`src/rtl/led_display_scanner.sv`:
```
// led_display_scanner: time-multiplexes a staged 4-digit hex value
// onto one shared 7-segment decoder with per-slot anode blanking.
module led_display_scanner #(
   parameter int REFRESH_CNT = 16,
   parameter int BLANK_CNT   = 2
) (
   input  logic        clk,
   input  logic        reset,
   input  logic [15:0] data_in,
   input  logic        load,
   output logic [3:0]  char_out,
   output logic [3:0]  an,
   output logic        frame_start
);

   localparam int CW = (REFRESH_CNT > 2) ? $clog2(REFRESH_CNT) : 1;
   localparam logic [CW-1:0] LAST = CW'(REFRESH_CNT - 1);

   logic [CW-1:0] cnt;
   logic [1:0]    digit;
   logic [15:0]   disp;
   logic [15:0]   pend;
   logic          pend_v;
   logic          slot_end;
   logic          frame_end;
   logic          blank;

   assign slot_end  = (cnt == LAST);
   assign frame_end = slot_end && (digit == 2'd0);

   // Blanking window at the start of each slot; absent when BLANK_CNT is 0
   generate
      if (BLANK_CNT == 0) begin : g_noblank
         assign blank = 1'b0;
      end else begin : g_blank
         assign blank = (cnt < CW'(BLANK_CNT));
      end
   endgenerate

   assign an          = blank ? 4'b1111 : ~(4'b0001 << digit);
   assign char_out    = disp[4*digit +: 4];
   assign frame_start = (cnt == '0) && (digit == 2'd3);

   // Slot counter, digit scan and frame-aligned commit of staged data
   always_ff @(posedge clk) begin
      if (reset) begin
         cnt    <= '0;
         digit  <= 2'd3;
         disp   <= '0;
         pend   <= '0;
         pend_v <= 1'b0;
      end else begin
         if (slot_end) begin
            cnt   <= '0;
            digit <= digit - 2'd1;
         end else begin
            cnt <= cnt + CW'(1);
         end
         if (load) begin
            pend <= data_in;
         end
         if (frame_end) begin
            pend_v <= 1'b0;
            if (load) begin
               disp <= data_in;
            end else if (pend_v) begin
               disp <= pend;
            end
         end else if (load) begin
            pend_v <= 1'b1;
         end
      end
   end

endmodule
```
`config.mk`:
```
export PLATFORM = sky130hd
export DESIGN_NAME = led_display_scanner
export DESIGN_NICKNAME = d
export VERILOG_FILES = /design/src/rtl/led_display_scanner.sv
export SDC_FILE = /design/constraint.sdc
export NUM_CORES = 1
export LEC_CHECK = 0
export BUFFER_PORTS_ARGS = -buffer_cell sky130_fd_sc_hd__buf_2
export CAP_MARGIN = 20
export CORE_UTILIZATION = 55
export CTS_BUF_LIST = sky130_fd_sc_hd__clkbuf_4
export CTS_CLUSTER_DIAMETER = 150
export CTS_CLUSTER_SIZE = 20
export DETAILED_ROUTE_END_ITERATION = 7
export PLACE_DENSITY = 0.77
export SYNTH_ARGS = -nofsm -noshare
export SYNTH_HDL_FRONTEND = slang
export SYNTH_SLANG_ARGS = --single-unit
```
`constraint.sdc`:
```
create_clock -name clk -period 2.7 [get_ports clk]
set_clock_uncertainty 0.1 [all_clocks]
set_input_delay 0.27 -clock clk [delete_from_list [all_inputs] [get_ports clk]]
set_output_delay 0.27 -clock clk [all_outputs]
set_load 0.1 [all_outputs]
```
; ---- Yosys cells after proc, flatten, opt, wreduce, memory -nomap -nowiden
; Cells that the tools add are included.
[totals]
in_bits = 19
regBits = 39
out_inout_bits = 9
wordCells = 24
[classes]
n_lt_le_gt_ge = 1
n_mux = 3
addsub = 2
eq_ne = 2
n_reduce_logical = 8
bitwise = 1
n_shift = 2
[ops]
columns = cell, count
row1 = 2-to-1 mux 16 bit, 2
row2 = variable part select 16 x 5 -> 4 bit, 1
row3 = adder 4 x 1 -> 4 bit (second input constant), 1
row4 = equality test 4 bit (second input constant), 1
row5 = zero test 4 bit, 1
row6 = less-than comparator 4 x 2 -> 1 bit (second input constant), 1
row7 = 2-to-1 mux 4 bit, 1
row8 = NOT 4 bit, 1
row9 = OR reduction 2 bit, 2
row10 = left shift 1 x 2 -> 4 bit (first input constant), 1
row11 = equality test 2 bit (second input constant), 1
row12 = logical AND 1 bit, 2
row13 = zero test 2 bit, 1
row14 = AND reduction 2 bit, 1
row15 = nonzero test 2 bit, 1
row16 = subtractor 2 x 1 -> 2 bit (second input constant), 1

; ---- Logic depth before layout (Yosys ltp)
; Gate-level depths: netlist of run 1.
[depth]
depth_word = 3
ltp_mapped = 6
ltp_nobuf = 4

; ---- Worst setup path before layout of run 1
; Ideal clock, no wire load.
[synth_path]
path_kind = register -> output
start = register digit[1]
end = output port frame_start
t_required_ps = 2330
stages_incl_launch_ff = 4
path_slack_ps = -376
n_path_buf = 0
t_arrival_ps = 2706
cell_sequence = dfxtp_1 > ha_1 > nand2_1 > nor3_1
[synth_via]
elab_chain_len = 2
[synth_rtl]
columns = element, line
row1 = start: declaration, 20  ; logic [1:0] digit;
row2 = start signal: assignment, 55  ; digit <= digit - 2'd1;
row3 = equality test 2 bit, 42  ; assign frame_start = (cnt == '0) && (digit == 2'd3);
row4 = logical AND 1 bit, 42
row5 = end: declaration, 13  ; output logic frame_start
; No other way between the ends.

; ---- Worst setup path in the final report of run 1
[layout_path]
start = register digit[0]
end = register disp[0]
[layout_via]
elab_chain_len = 3
[layout_rtl]
columns = element, line
row1 = zero test 2 bit, 29  ; assign frame_end = slot_end && (digit == 2'd0);
row2 = logical AND 1 bit, 29
row3 = AND reduction 2 bit (no line), n/a
row4 = end signal: assignment, 65  ; disp <= data_in;
row5 = end signal: assignment, 67  ; disp <= pend;
row6 = end: declaration, 21  ; logic [15:0] disp;
; No other way between the ends.
; A chain may end at the register's enable or synchronous reset.

==> run summary, run 1 <==
status -> finished with violations
failing checks -> DRC
Routed Antenna Nets -> 0
count of state elements after synthesis -> 39
router iterations before antenna repair -> 6
CP peak stage delay -> 0.84 ns
CTS buffer count -> 5
Reg area -> 781 µm²
H-tree depth -> 2
Rows -> 19
slowest CP cell -> nor3b_4
Worst Setup Start Kind -> flop
CP Data Arrival Time -> 2.40 ns
synthesized area per cell -> 11.4 µm²
wire length of the first global-routing pass -> 4970 µm
mapped cell area -> 0.00171 mm²
pin count of the biggest net entering global routing -> 40
Antenna Cells -> 0
vias in the first global route -> 1128
Starting DRT DRC Count -> 26
gr busiest metal -> met2
CORE AREA -> 0.00285 mm²
Die Height -> 57.8 µm
gr ovfl total -> 0
Hold Path Stages -> 3
footprint of the multi-input gates -> 863 µm²
achievable frequency -> 443 MHz
setup TNS -> 0 ns
Rel. slew slack -> 33.7%
post-CTS setup buffer count -> 0
worst r2r path cells -> 4
met1 usage -> 24.5%
FF-to-FF End -> disp[0]$_SDFFE_PP0P_
Yosys top cell area share -> 45.6%
insertion delay to the later sink of the worst-skew pair -> 0.35 ns
FF-to-FF Start -> digit[0]$_SDFFE_PP1N_
Cells after Synth -> 150
Async SR Flop Fraction -> 0%
Setup-failing EPs final -> 0
Synth area leader -> dfxtp_1
Leak Pwr -> 0.000870 µW
DRC violations left -> 2
met3 usage -> 8.04%
critical path capture point type -> flop
top-count cell post-synth -> dfxtp_1
die area -> 0.00334 mm²
Via density -> 5.30
Unique masters post-synth -> 27
GR met2 Demand/Resource -> 33.6%
CTS Hold Bufs -> 0
worst hold start -> data_in[0]
chip width -> 57.8 µm
Hold Path Class -> input pin to flop
clk slew on worst S/H paths -> 0.11 ns
final RePlAce weighted congestion -> 0.741
top cells by area, synth -> dfxtp_1 46%, mux2i_1 9.4%, mux2_4 8.8%
Tcrit/Tclk final -> 83.6%
Syn Nets -> 175
# IOs -> 28
Vias -> 1107
most instantiated cells after synthesis -> 39 x dfxtp_1, 19 x nor2_1, 16 x mux2i_1, 16 x nor2b_1, 10 x mux2_4
Synthesis Warnings -> 0
Critical Path Source -> digit[0]$_SDFFE_PP1N_
Routed WL per cell -> 14.0 µm
share of cells above drive strength 1 -> 34.8%
port buffer count -> 27
Min-Delay Endpoint -> pend[0]$_SDFFE_PP0P_
synth-to-layout area growth -> 11.2%
fin util -> 66.7%
max-slew violations -> 0
Main synth FF type -> dfxtp_1
Initial Utilization -> 60.0%
Worst-Margin Slew -> 0.994 ns
Post-Route WL -> 2920 µm
kind of critical path -> flop to flop
DP Wirelength -> 2070 µm
Post-CTS Resized -> 0
register area share after synthesis -> 45.6%
Tmin final -> 2.26 ns
maximum vdd drop -> 0.429 mV
PwrDens -> 534 mW/mm²
RSZ-0062 raised after global routing -> false
Cell Chain, Critical Path -> inv_1 -> ha_1 -> nor3b_4 -> mux2_2
R2R setup slack -> 0.44 ns
final hold viol count -> 0
initial antenna violation count -> 0
clock buffer depth -> 2
gr usage total -> 20.3%
Post-synth EDFFs -> 0
placed cells -> 201
Final #Nets -> 202
Root Driver -> clkbuf_4
hold_ws -> 0.0956 ns
Maximum Capacitance Violations -> 0
critical path fanouts, max -> 16
Clock Sinks -> 39
fillcell total -> 234
fin cells -> 209
WP data required -> 2.84 ns
CTS tree -> yes
-- layout by cell type (no fill, tap or decap) --
cell,synthesis,layout
dfxtp_1,39,39
buf_2,2,27
nor2_1,19,19
nor2b_1,16,16
mux2i_1,16,16
mux2_4,10,10
mux2_2,6,6
ha_1,6,6
clkbuf_4,0,6
inv_1,5,5
nand2_1,5,5
mux4_2,4,4
xnor2_1,2,2
a21oi_1,2,2
or3_2,1,1
nor3_2,0,1
and3_2,1,1
nor3_1,2,1
nand2b_1,1,1
nand3_2,1,1
nor3b_4,1,1
or4_1,1,1
o21ai_0,1,1
a211o_2,1,1
a211oi_1,1,1
nor3b_1,1,1
clkinv_2,0,1
clkinvlp_4,0,1
buf_4,1,1
-- routing by layer --
metal	wire, µm	part of all wire [%]
met5	0	0
met4	44	1.5
met3	138	4.7
met2	1430	49
met1	1310	45
-- sequential cells by signal, summed over array words and instances (netlist names) --
signal  flops
digit       2
pend_v      1
disp       16
pend       16
cnt         4
-- per-stage QoR --
step,setup slack (ns),power (µW),cell area [µm²]
6_report,0.442,1020,1900
5_1_grt,0.274,1060,1900
4_1_cts,0.391,1030,1900
3_5_place_dp,0.417,731,1840
3_3_place_gp,0.518,725,1840
2_1_floorplan,0.482,702,1720
-- critical path, delay by kind of cell (launching register included) --
family	cells	cell delay, ns
AND/OR/NAND/NOR	1	0.84
flip-flops	1	0.44
multiplexers	1	0.42
adder cells (fa/ha/maj)	1	0.21
buffers and inverters	1	0.15
-- cells by family after synthesis --
group	Yosys count	share of synthesized area (%)
mux	36	27.4
buf+inv	13	4.17
compound gates	5	1.90
xor+xnor	2	1.02
simple gates	49	15.5
fa+ha+maj	6	4.39
flops	39	45.6
-- final cells by class --
class,count,share of cell area [%]
multi-input combinational,98,45.4
tap,31,2.04
sequential,39,41.1
clock inverter,2,0.658
clock buffer,6,2.37
inverter,5,0.987
timing repair buffer,28,7.50
-- worst max path at each step --
stage / slack [ns] / to
2_1_floorplan: 0.48 / frame_start
3_3_place_gp: 0.52 / disp[3]$_SDFFE_PP0P_
3_5_place_dp: 0.42 / disp[1]$_SDFFE_PP0P_
4_1_cts: 0.39 / disp[0]$_SDFFE_PP0P_
5_1_grt: 0.27 / disp[0]$_SDFFE_PP0P_
6_report: 0.44 / disp[0]$_SDFFE_PP0P_
-- report_power, final --
| group | switching [µW] | total (µW) | internal (µW) | leakage, µW |
|---|---|---|---|---|
| Sequential | 8.46 | 602 | 594 | 0.000318 |
| Clock | 188 | 298 | 111 | 0.0000317 |
| Combinational | 77.2 | 114 | 37.1 | 0.000520 |
| Total | 274 | 1020 | 742 | 0.000870 |
Note: power is estimated with default switching activity, not from simulation.
==> inputs of run 2 (changes only) <==
--- a/config.mk
+++ b/config.mk
@@ -5,6 +5,7 @@
 export SDC_FILE = /design/constraint.sdc
 export NUM_CORES = 1
 export LEC_CHECK = 0
+export ABC_AREA = 1
 export BUFFER_PORTS_ARGS = -buffer_cell sky130_fd_sc_hd__buf_2
 export CAP_MARGIN = 20
 export CORE_UTILIZATION = 55
==> constraint.sdc (replaced) <==
create_clock -name clk -period 2.1 [get_ports clk]
set_clock_uncertainty 0.1 [all_clocks]
set_input_delay 0.21 -clock clk [delete_from_list [all_inputs] [get_ports clk]]
set_output_delay 0.21 -clock clk [all_outputs]
set_load 0.1 [all_outputs]
==> run 2 against run 1 <==
  * The run now ends clean
  * Non-clock buffer count down 1
  * Wire length increased by 23%
  * Cell area grew 9.5%
  * Highest routed layer unchanged
  * Via count increased by 45%
==> run summary, run 2 <==
status -> finished clean
Hold Path Class -> input pin to flop
port buffer count -> 27 (unchanged)
clk slew on worst S/H paths -> 0.11 ns (about the same)
top cells by area, synth -> dfxtp_1 42%, nand2_1 14%, nor2_1 12%
vias in the first global route -> 1467 (+30%)
Worst-Margin Slew -> 0.515 ns (-0.479 ns)
fillcell total -> 329 (+41%)
share of cells above drive strength 1 -> 16.3% (-19 points)
Routed Antenna Nets -> 0 (unchanged)
Initial Utilization -> 59.3% (-0.68 points)
pin count of the biggest net entering global routing -> 22 (-45%)
Synthesis Warnings -> 0 (unchanged)
setup TNS -> 0 ns (unchanged)
Setup-failing EPs final -> 0 (unchanged)
setup ws final -> 0.141 ns (-0.301 ns)
final hold viol count -> 0 (unchanged)
Leak Pwr -> 0.00110 µW (+26%)
initial antenna violation count -> 0 (unchanged)
synth-to-layout area growth -> 13.3%
DP Wirelength -> 2540 µm (+23%)
CTS buffer count -> 5 (unchanged)
insertion delay to the later sink of the worst-skew pair -> 0.34 ns (about the same)
critical path capture point type -> output port
maximum vdd drop -> 0.467 mV (+9.1%)
Cell Chain, Critical Path -> clkinv_2 -> o21ai_0 -> o22ai_2 -> buf_2
clock buffer depth -> 2 (unchanged)
synthesized area per cell -> 6.81 µm² (-40%)
max-slew violations -> 0 (unchanged)
Starting DRT DRC Count -> 64 (+150%)
Rows -> 20 (+1)
count of state elements after synthesis -> 39 (unchanged)
Maximum Capacitance Violations -> 0 (unchanged)
Clock Sinks -> 39 (unchanged)
Yosys top cell area share -> 42.4% (-3.2 points)
Tcrit/Tclk final -> 93.3%
DRC violations left -> 0 (-2)
Post-synth EDFFs -> 0 (unchanged)
register area share after synthesis -> 42.4% (-3.2 points)
kind of critical path -> flop to output port
Tmin final -> 1.96 ns
Async SR Flop Fraction -> 0% (unchanged)
Post-Route WL -> 3600 µm (+23%)
most common cell after layout, fill and taps aside -> nand2_1
H-tree depth -> 2 (unchanged)
Antenna Cells -> 0 (unchanged)
chip width -> 59.8 µm (+3.6%)
mapped cell area -> 0.00184 mm² (+7.5%)
CORE AREA -> 0.00310 mm² (+8.8%)
Final #Nets -> 319 (+58%)
CTS tree -> yes
Syn Nets -> 295 (+69%)
Root Driver -> clkbuf_4
top-count cell post-synth -> nand2_1
CP peak stage delay -> 0.47 ns (-0.37 ns)
CP Data Arrival Time -> 1.65 ns (-0.75 ns)
critical path fanouts, max -> 13 (-3)
Synth area leader -> dfxtp_1
gr usage total -> 23.1% (+2.8 points)
FF-to-FF Start -> digit[1]$_SDFFE_PP1N_
top flop regs -> disp (16), pend (16), cnt (4)
RSZ-0062 raised after global routing -> false
Routed WL per cell -> 10.6 µm (-24%)
WP data required -> 1.79 ns (-1.05 ns)
Worst Setup Start Kind -> flop
worst hold start -> data_in[4]
post-CTS setup buffer count -> 0 (unchanged)
wire length of the first global-routing pass -> 6110 µm (+23%)
final RePlAce weighted congestion -> 0.845 (+14%)
Main synth FF type -> dfxtp_1
Die Height -> 59.8 µm (+3.6%)
R2R setup slack -> 0.48 ns (+0.04 ns)
PwrDens -> 652 mW/mm² (+22%)
Rel. slew slack -> 65.6% (+32 points)
most frequent cells in the layout -> 71 x nand2_1, 60 x nor2_1, 38 x inv_1, 38 x dfxtp_1, 24 x buf_2
gr ovfl total -> 0 (unchanged)
Critical Path Source -> digit[0]$_SDFFE_PP1N_
Cells after Synth -> 270 (+80%)
Place WS -> 0.244 ns (-0.174 ns)
# IOs -> 28 (unchanged)
most instantiated cells after synthesis -> 71 x nand2_1, 60 x nor2_1, 39 x dfxtp_1, 38 x inv_1, 17 x nand3_1
achievable frequency -> 510 MHz
hold_ws -> 0.0715 ns (-0.0241 ns)
router iterations before antenna repair -> 4 (-2)
die area -> 0.00358 mm² (+7.3%)
Via density -> 4.73 (-11%)
Unique masters post-synth -> 23 (-15%)
slowest CP cell -> dfxtp_2
Vias -> 1603 (+45%)
==> run 2: cell count changes after synthesis, sizes merged, moves of 3 or more <==
cell / change
mux4: -4
o21ai: +9
nor2b: -16
mux2i: -16
nor2: +44
inv: +34
buf: +3
mux2: -16
nand2: +66
o22ai: +4
nand3: +17
==> run 2: final timing paths <==
check | to | cells past startpoint
hold reg to reg | cnt[0]$_SDFF_PP0_ | 1
hold / removal | pend[4]$_SDFFE_PP0P_ | 5
setup reg to reg | disp[11]$_SDFFE_PP0P_ | 7
setup / recovery | char_out[2] | 4
==> run 2: final cells by class <==
| cell class | count | area (µm²) | area share [%] |
|---|---|---|---|
| Clock buffer | 7 | 52.6 | 2.52 |
| Multi-Input combinational cell | 180 | 866 | 41.6 |
| Tap cell | 44 | 55.1 | 2.64 |
| Timing Repair Buffer | 27 | 168 | 8.05 |
| Inverter | 41 | 155 | 7.45 |
| Sequential cell | 39 | 782 | 37.5 |
| Clock inverter | 1 | 5.00 | 0.240 |
==> run 2: cell families (layout without fill, tap and decap cells) <==
kind of cell	Yosys count	in the layout	share of synthesized area, %
AOI/OAI and AO/OA	17	17	4.90
xor gates and xnor gates	1	1	0.476
adders and majority gates	6	6	4.08
buffers and inverters	51	76	11.8
DFF	39	39	42.4
and+or+nand+nor	156	156	36.3
==> run 2: repair_timing <==
action                                  4_1_cts  5_1_grt
hold buffers                                  0        0
gates resized for setup                       2        2
endpoints found under the setup margin        6        2
==> run 2: metrics by stage <==
| step | instance area [µm²] | instances | total power (µW) | utilization [%] |
|---|---|---|---|---|
| global placement | 2020 | 331 | 976 | 65.1 |
| detailed placement | 2020 | 331 | 979 | 65.1 |
| floorplan | 1860 | 270 | 939 | - |
| CTS | 2080 | 339 | 1360 | 67.1 |
| global route | 2080 | 339 | 1430 | 67.1 |
| finish | 2080 | 339 | 1360 | 67.1 |
==> run 2: power breakdown <==
part           total (µW)  leakage (µW)  switching [µW]  internal (µW)
logic                 183      0.000744             131           51.4
clock network         397     0.0000361             240            157
registers             779      0.000319            11.8            767
total                1360       0.00110             383            975
==> run 2: critical path, delay by kind of cell (launching register included) <==
| kind | cells | cell delay (ns) |
|---|---|---|
| buffers and inverters | 2 | 0.48 |
| AOI/OAI and AO/OA | 2 | 0.36 |
| DFF | 1 | 0.47 |
==> run 2: metal layers <==
metal	vias to the layer above	global-route usage [%]	share of wire [%]
met5	-	0	0
met4	0	7.97	1.6
met3	7	6.71	4.1
met2	30	37.8	44
met1	701	28.8	50
li1	865	-	-
